## src/rtl/instr_fetch.sv

```systemverilog
// Fetch stage feeding decode: owns the PC, addresses the instruction ROM, registers the
// returned word behind a valid/ready output slot, with redirect/flush, HALT and a fetch counter.
module instr_fetch #(
  parameter int unsigned       ADDR_W   = 8,
  parameter int unsigned       DATA_W   = 16,
  parameter logic [ADDR_W-1:0] RESET_PC = '0,
  parameter bit                HALT_EN  = 1'b1,
  parameter logic [4:0]        HALT_OPC = 5'b10011
) (
  input  logic              clk,
  input  logic              reset,
  output logic [ADDR_W-1:0] rom_addr,
  input  logic [DATA_W-1:0] rom_data,
  input  logic              redirect_valid,
  input  logic [ADDR_W-1:0] redirect_target,
  output logic              out_valid,
  input  logic              out_ready,
  output logic [DATA_W-1:0] out_instr,
  output logic [ADDR_W-1:0] out_pc,
  output logic              halted,
  output logic [15:0]       fetch_count
);

  typedef enum logic {RUN, HALT} state_t;

  state_t            state, state_nxt;
  logic [ADDR_W-1:0] pc, pc_nxt, out_pc_nxt;
  logic [DATA_W-1:0] out_instr_nxt;
  logic              out_valid_nxt;
  logic [15:0]       fetch_count_nxt;
  logic              slot_free, is_halt_word, accept;

  assign rom_addr     = pc;
  assign halted       = (state == HALT);
  assign slot_free    = !out_valid || out_ready;
  assign is_halt_word = HALT_EN && (rom_data[DATA_W-1 -: 5] == HALT_OPC);
  // A word flushed by redirect is never counted, even if decode was ready for it.
  assign accept       = out_valid && out_ready && !redirect_valid;

  always_ff @(posedge clk) begin
    if (reset) begin
      state       <= RUN;
      pc          <= RESET_PC;
      out_valid   <= 1'b0;
      out_instr   <= '0;
      out_pc      <= '0;
      fetch_count <= '0;
    end else begin
      state       <= state_nxt;
      pc          <= pc_nxt;
      out_valid   <= out_valid_nxt;
      out_instr   <= out_instr_nxt;
      out_pc      <= out_pc_nxt;
      fetch_count <= fetch_count_nxt;
    end
  end

  always_comb begin
    state_nxt       = state;
    pc_nxt          = pc;
    out_valid_nxt   = out_valid;
    out_instr_nxt   = out_instr;
    out_pc_nxt      = out_pc;
    fetch_count_nxt = fetch_count;

    if (accept && (fetch_count != '1))
      fetch_count_nxt = fetch_count + 16'd1;

    if (redirect_valid) begin
      pc_nxt        = redirect_target;
      out_valid_nxt = 1'b0;
      state_nxt     = RUN;
    end else begin
      case (state)
        RUN: begin
          if (slot_free) begin
            out_instr_nxt = rom_data;
            out_pc_nxt    = pc;
            out_valid_nxt = 1'b1;
            // HALT word is presented but the PC parks on it.
            if (is_halt_word)
              state_nxt = HALT;
            else
              pc_nxt = pc + ADDR_W'(1);
          end
        end
        HALT: begin
          if (out_valid && out_ready)
            out_valid_nxt = 1'b0;
        end
        default: state_nxt = RUN;
      endcase
    end
  end

endmodule

```

## config.mk

```make
export PLATFORM = sky130hd
export DESIGN_NAME = instr_fetch
export DESIGN_NICKNAME = d
export VERILOG_FILES = /design/src/rtl/instr_fetch.sv
export SDC_FILE = /design/constraint.sdc
export NUM_CORES = 1
export LEC_CHECK = 0
export BUFFER_PORTS_ARGS = -buffer_cell sky130_fd_sc_hd__buf_4
export CAP_MARGIN = 20
export CORE_ASPECT_RATIO = 1.1
export CORE_MARGIN = 1.5
export CORE_UTILIZATION = 46
export CTS_BUF_LIST = sky130_fd_sc_hd__clkbuf_2
export CTS_CLUSTER_SIZE = 25
export DETAILED_ROUTE_END_ITERATION = 8
export PLACE_DENSITY_LB_ADDON = 0.15
export SLEW_MARGIN = 20
export SYNTH_ARGS = -nofsm -noshare
export SYNTH_HDL_FRONTEND = slang
export SYNTH_SLANG_ARGS = --single-unit
```

## constraint.sdc

```tcl
create_clock -name clk -period 1.8 [get_ports clk]
set_input_delay 0.36 -clock clk [delete_from_list [all_inputs] [get_ports clk]]
set_output_delay 0.36 -clock clk [all_outputs]
set_load 0.01 [all_outputs]
```

==> reports/metrics.csv <==
stage,metric,value,unit
place,placed_area,0.00294,sq mm
drt,vias_per_cell,5.58,
drt,vias,2253,
logic_synthesis,ys_seq_area_share,44.6,%
sta,finalCritPeriodShare,95.9,%
clocking,clockRootBuffer,clkbuf_2,
sta,post-route-min-period,1730,ps
die,num_io_pins,78,
global_routing,antenna_found_initial,0,
cells_and_area,nets,378,
cells_and_area,drive_above_1_share,31.9,%
global_routing,grt-ovfl-total,0,
drt,route.detailed.drc,0,
critical_path,worstPathArrival,2110,ps
outcome,outcome,"complete, no violations",
critical_path,critPathTopFamily,simple AND/OR/NAND/NOR gates,
sta,rsz0062_at_grt,no,
die,start_util,47.9,%
die,die_w,69.6,um
logic_synthesis,post_synth_num_cell_types,44,
cells_and_area,area_growth,34.1,%
sta,finalHoldViolations,0,
die,fp-row-count,26,
cells_and_area,antenna-diode-count,0,
cells_and_area,fillers,434,
place,hpwl,3950,um
cells_and_area,design_area,0.00301,sq mm
pwr,powerDensity,692,mW/mm^2
global_routing,grt_usage,21.4,%
drt,wl,5570,um
worst_hold_path,hold_path_class,input pin to flip-flop,
cells_and_area,final_common_cell,buf_4,
critical_path,criticalPathCategory,flip-flop to flip-flop,
logic_synthesis,ys_ff_latch,50,
die,dieArea,0.00531,sq mm
logic_synthesis,synth_area_leader_cell,dfxtp_1,
logic_synthesis,synth_top_cells_by_area,"dfxtp_1 45%, nand2_1 8.9%, a21oi_1 8.2%",
global_routing,grt_max_degree,53,
sta,slew_headroom,63.2,%
sta,setup-violations-final,0,
die,die-height,76.3,um
logic_synthesis,ys_warn_count,0,
logic_synthesis,syn_nets,295,
clocking,cts_tree,done,
sta,slew_viol_final,0,
die,core,0.00468,sq mm
global_routing,grt_pass1_vias,2061,
logic_synthesis,syn_avg_cell_area,8.48,sq um
critical_path,crit_path_start_kind,flip-flop,
critical_path,worst-path-buf-inv,0,
clocking,numCtsBuffers,5,
clocking,clock_sinks,50,
cells_and_area,final_cell_mix,"92 x buf_4, 53 x nand2_1, 49 x dfxtp_1, 37 x a21oi_1, 11 x nor2_1",
clocking,clockBufferDepth,2,
sta,tightestPinTransition,553,ps
sta,fin_worst_skew,20.9,ps
pwr,worst_ir_drop_vdd,0.000511,V
critical_path,cp_slowest_cell,or4_1,
drt,wire_per_inst,13.8,um
global_routing,grt_pass1_wl,9350,um
drt,drt-initial-drc-count,111,
drt,antenna_left,0,
drt,dr.pass1.iters,4,
logic_synthesis,syn_area,0.00225,sq mm
critical_path,cp_max_fo,8,
place,gp_congestion,0.802,
critical_path,critPathMaxStageDelay,500,ps
clocking,cts_max_level,2,
logic_synthesis,yosys.area.top_type_share,44.6,%
place,io_buffers,77,
critical_path,endpoint_kind,flip-flop,
clocking,cts.clk_slew.worst_paths,260,ps
pwr,p_leak,1.24,nW
critical_path,cp_cell_sequence,"ha_2, nand4_1, or2_4, or4_1, a21oi_1",
logic_synthesis,syn_inst,265,
flow_run,maxCapViolations,0,
clocking,insertion_delay,440,ps
sta,fmax,0.579,GHz
critical_path,critPathRequiredTime,2180,ps
sta,fin_setup_tns,0,ps
[sequential cells by signal, indices dropped and copies added (netlist names)]
register and count:
halted 1, out_instr 16, out_pc 8, fetch_count 16
rom_addr 8, out_valid 1
[tightest hold or removal path, delay by kind of cell]
kind	cells	cell delay (ps)
compound gates	1	50
buf+inv	1	110
simple gates	1	40
[metrics by stage]
| step | hold WS [ps] | power [W] | utilization (%) | instances | worst slack [ps] |
|---|---|---|---|---|---|
| floorplan | 439 | 0.00135 | - | 265 | 0.635 |
| global placement | 442 | 0.00151 | 62.7 | 397 | 57.4 |
| detailed placement | 447 | 0.00151 | 62.7 | 397 | 28.9 |
| CTS | 87.3 | 0.00211 | 64.0 | 404 | 23.8 |
| global route | 69.6 | 0.00219 | 64.3 | 404 | 6.48 |
| finish | 112 | 0.00208 | 64.3 | 404 | 72.9 |
[worst paths after layout]
check / startpoint / endpoint / slack (ps) / cells past startpoint
setup reg to reg: fetch_count[0] / fetch_count[10] / 70 / 5
hold reg to reg: out_instr[13] / out_instr[13] / 470 / 2
setup / recovery: fetch_count[0] / fetch_count[10] / 70 / 5
hold / removal: rom_data[7] / out_instr[7] / 110 / 3
[kinds of logic (layout without fill, tap and decap cells)]
group	Yosys count	count (layout)	synth area share, %
mux	3	3	1.39
fa+ha+maj	2	2	1.11
xor+xnor	2	2	0.780
simple gates	117	117	27.5
compound gates	71	71	20.7
buf+inv	20	103	3.96
flops	50	50	44.6
[repair_timing]
item | 4_1_cts | 5_1_grt
pin swaps | 0 | 0
buffers inserted | 0 | 0
cloned | 0 | 0
setup endpoints to repair | 2 | 5
gates resized for setup | 1 | 3
hold buffers | 0 | 0
[cell usage after synthesis, drive strengths merged]
cell type	number
nand2	53
dfxtp	50
a21oi	37
clkbuf	12
nor2	11
a211oi	9
and4	7
nand4	7
nor3	6
o31ai	6
or4	6
or3	5
a2111oi	4
buf	4
inv	4
nor2b	4
o21ai	4
a31oi	3
nand2b	3
nand3	3
a311oi	2
and2	2
and3	2
ha	2
mux2i	2
nand3b	2
nor4	2
o2111ai	2
xnor2	2
a21boi	1
a221oi	1
a41o	1
a41oi	1
and3b	1
and4bb	1
mux2	1
nor4b	1
or2	1
[power breakdown]
group	leakage (nW)	total [W]	switching [W]	internal, W
Sequential	0.410	0.00119	0.0000347	0.00115
Combinational	0.792	0.000300	0.000149	0.000151
Clock	0.0390	0.000593	0.000363	0.000230
Total	1.24	0.00208	0.000547	0.00154
[cell type report]
| cell class | count | area [sq um] | share of cell area (%) |
|---|---|---|---|
| clock buffer | 5 | 25.0 | 0.831 |
| tap | 56 | 70.1 | 2.33 |
| clock inverter | 2 | 38.8 | 1.29 |
| timing repair buffer | 92 | 691 | 22.9 |
| inverter | 4 | 15.0 | 0.499 |
| multi-input combinational | 195 | 1170 | 38.8 |
| sequential | 50 | 1000 | 33.4 |
[layer usage]
metal  GRT usage [%]  vias to the layer above  share of wire [%]
met3            6.22                       13                5.8
met5               0                        -                  0
met2            35.9                       63                 50
met4            9.42                        0                2.1
met1            25.5                     1038                 42
li1                -                     1139                  -
Note: power is estimated with default switching activity, not from simulation.
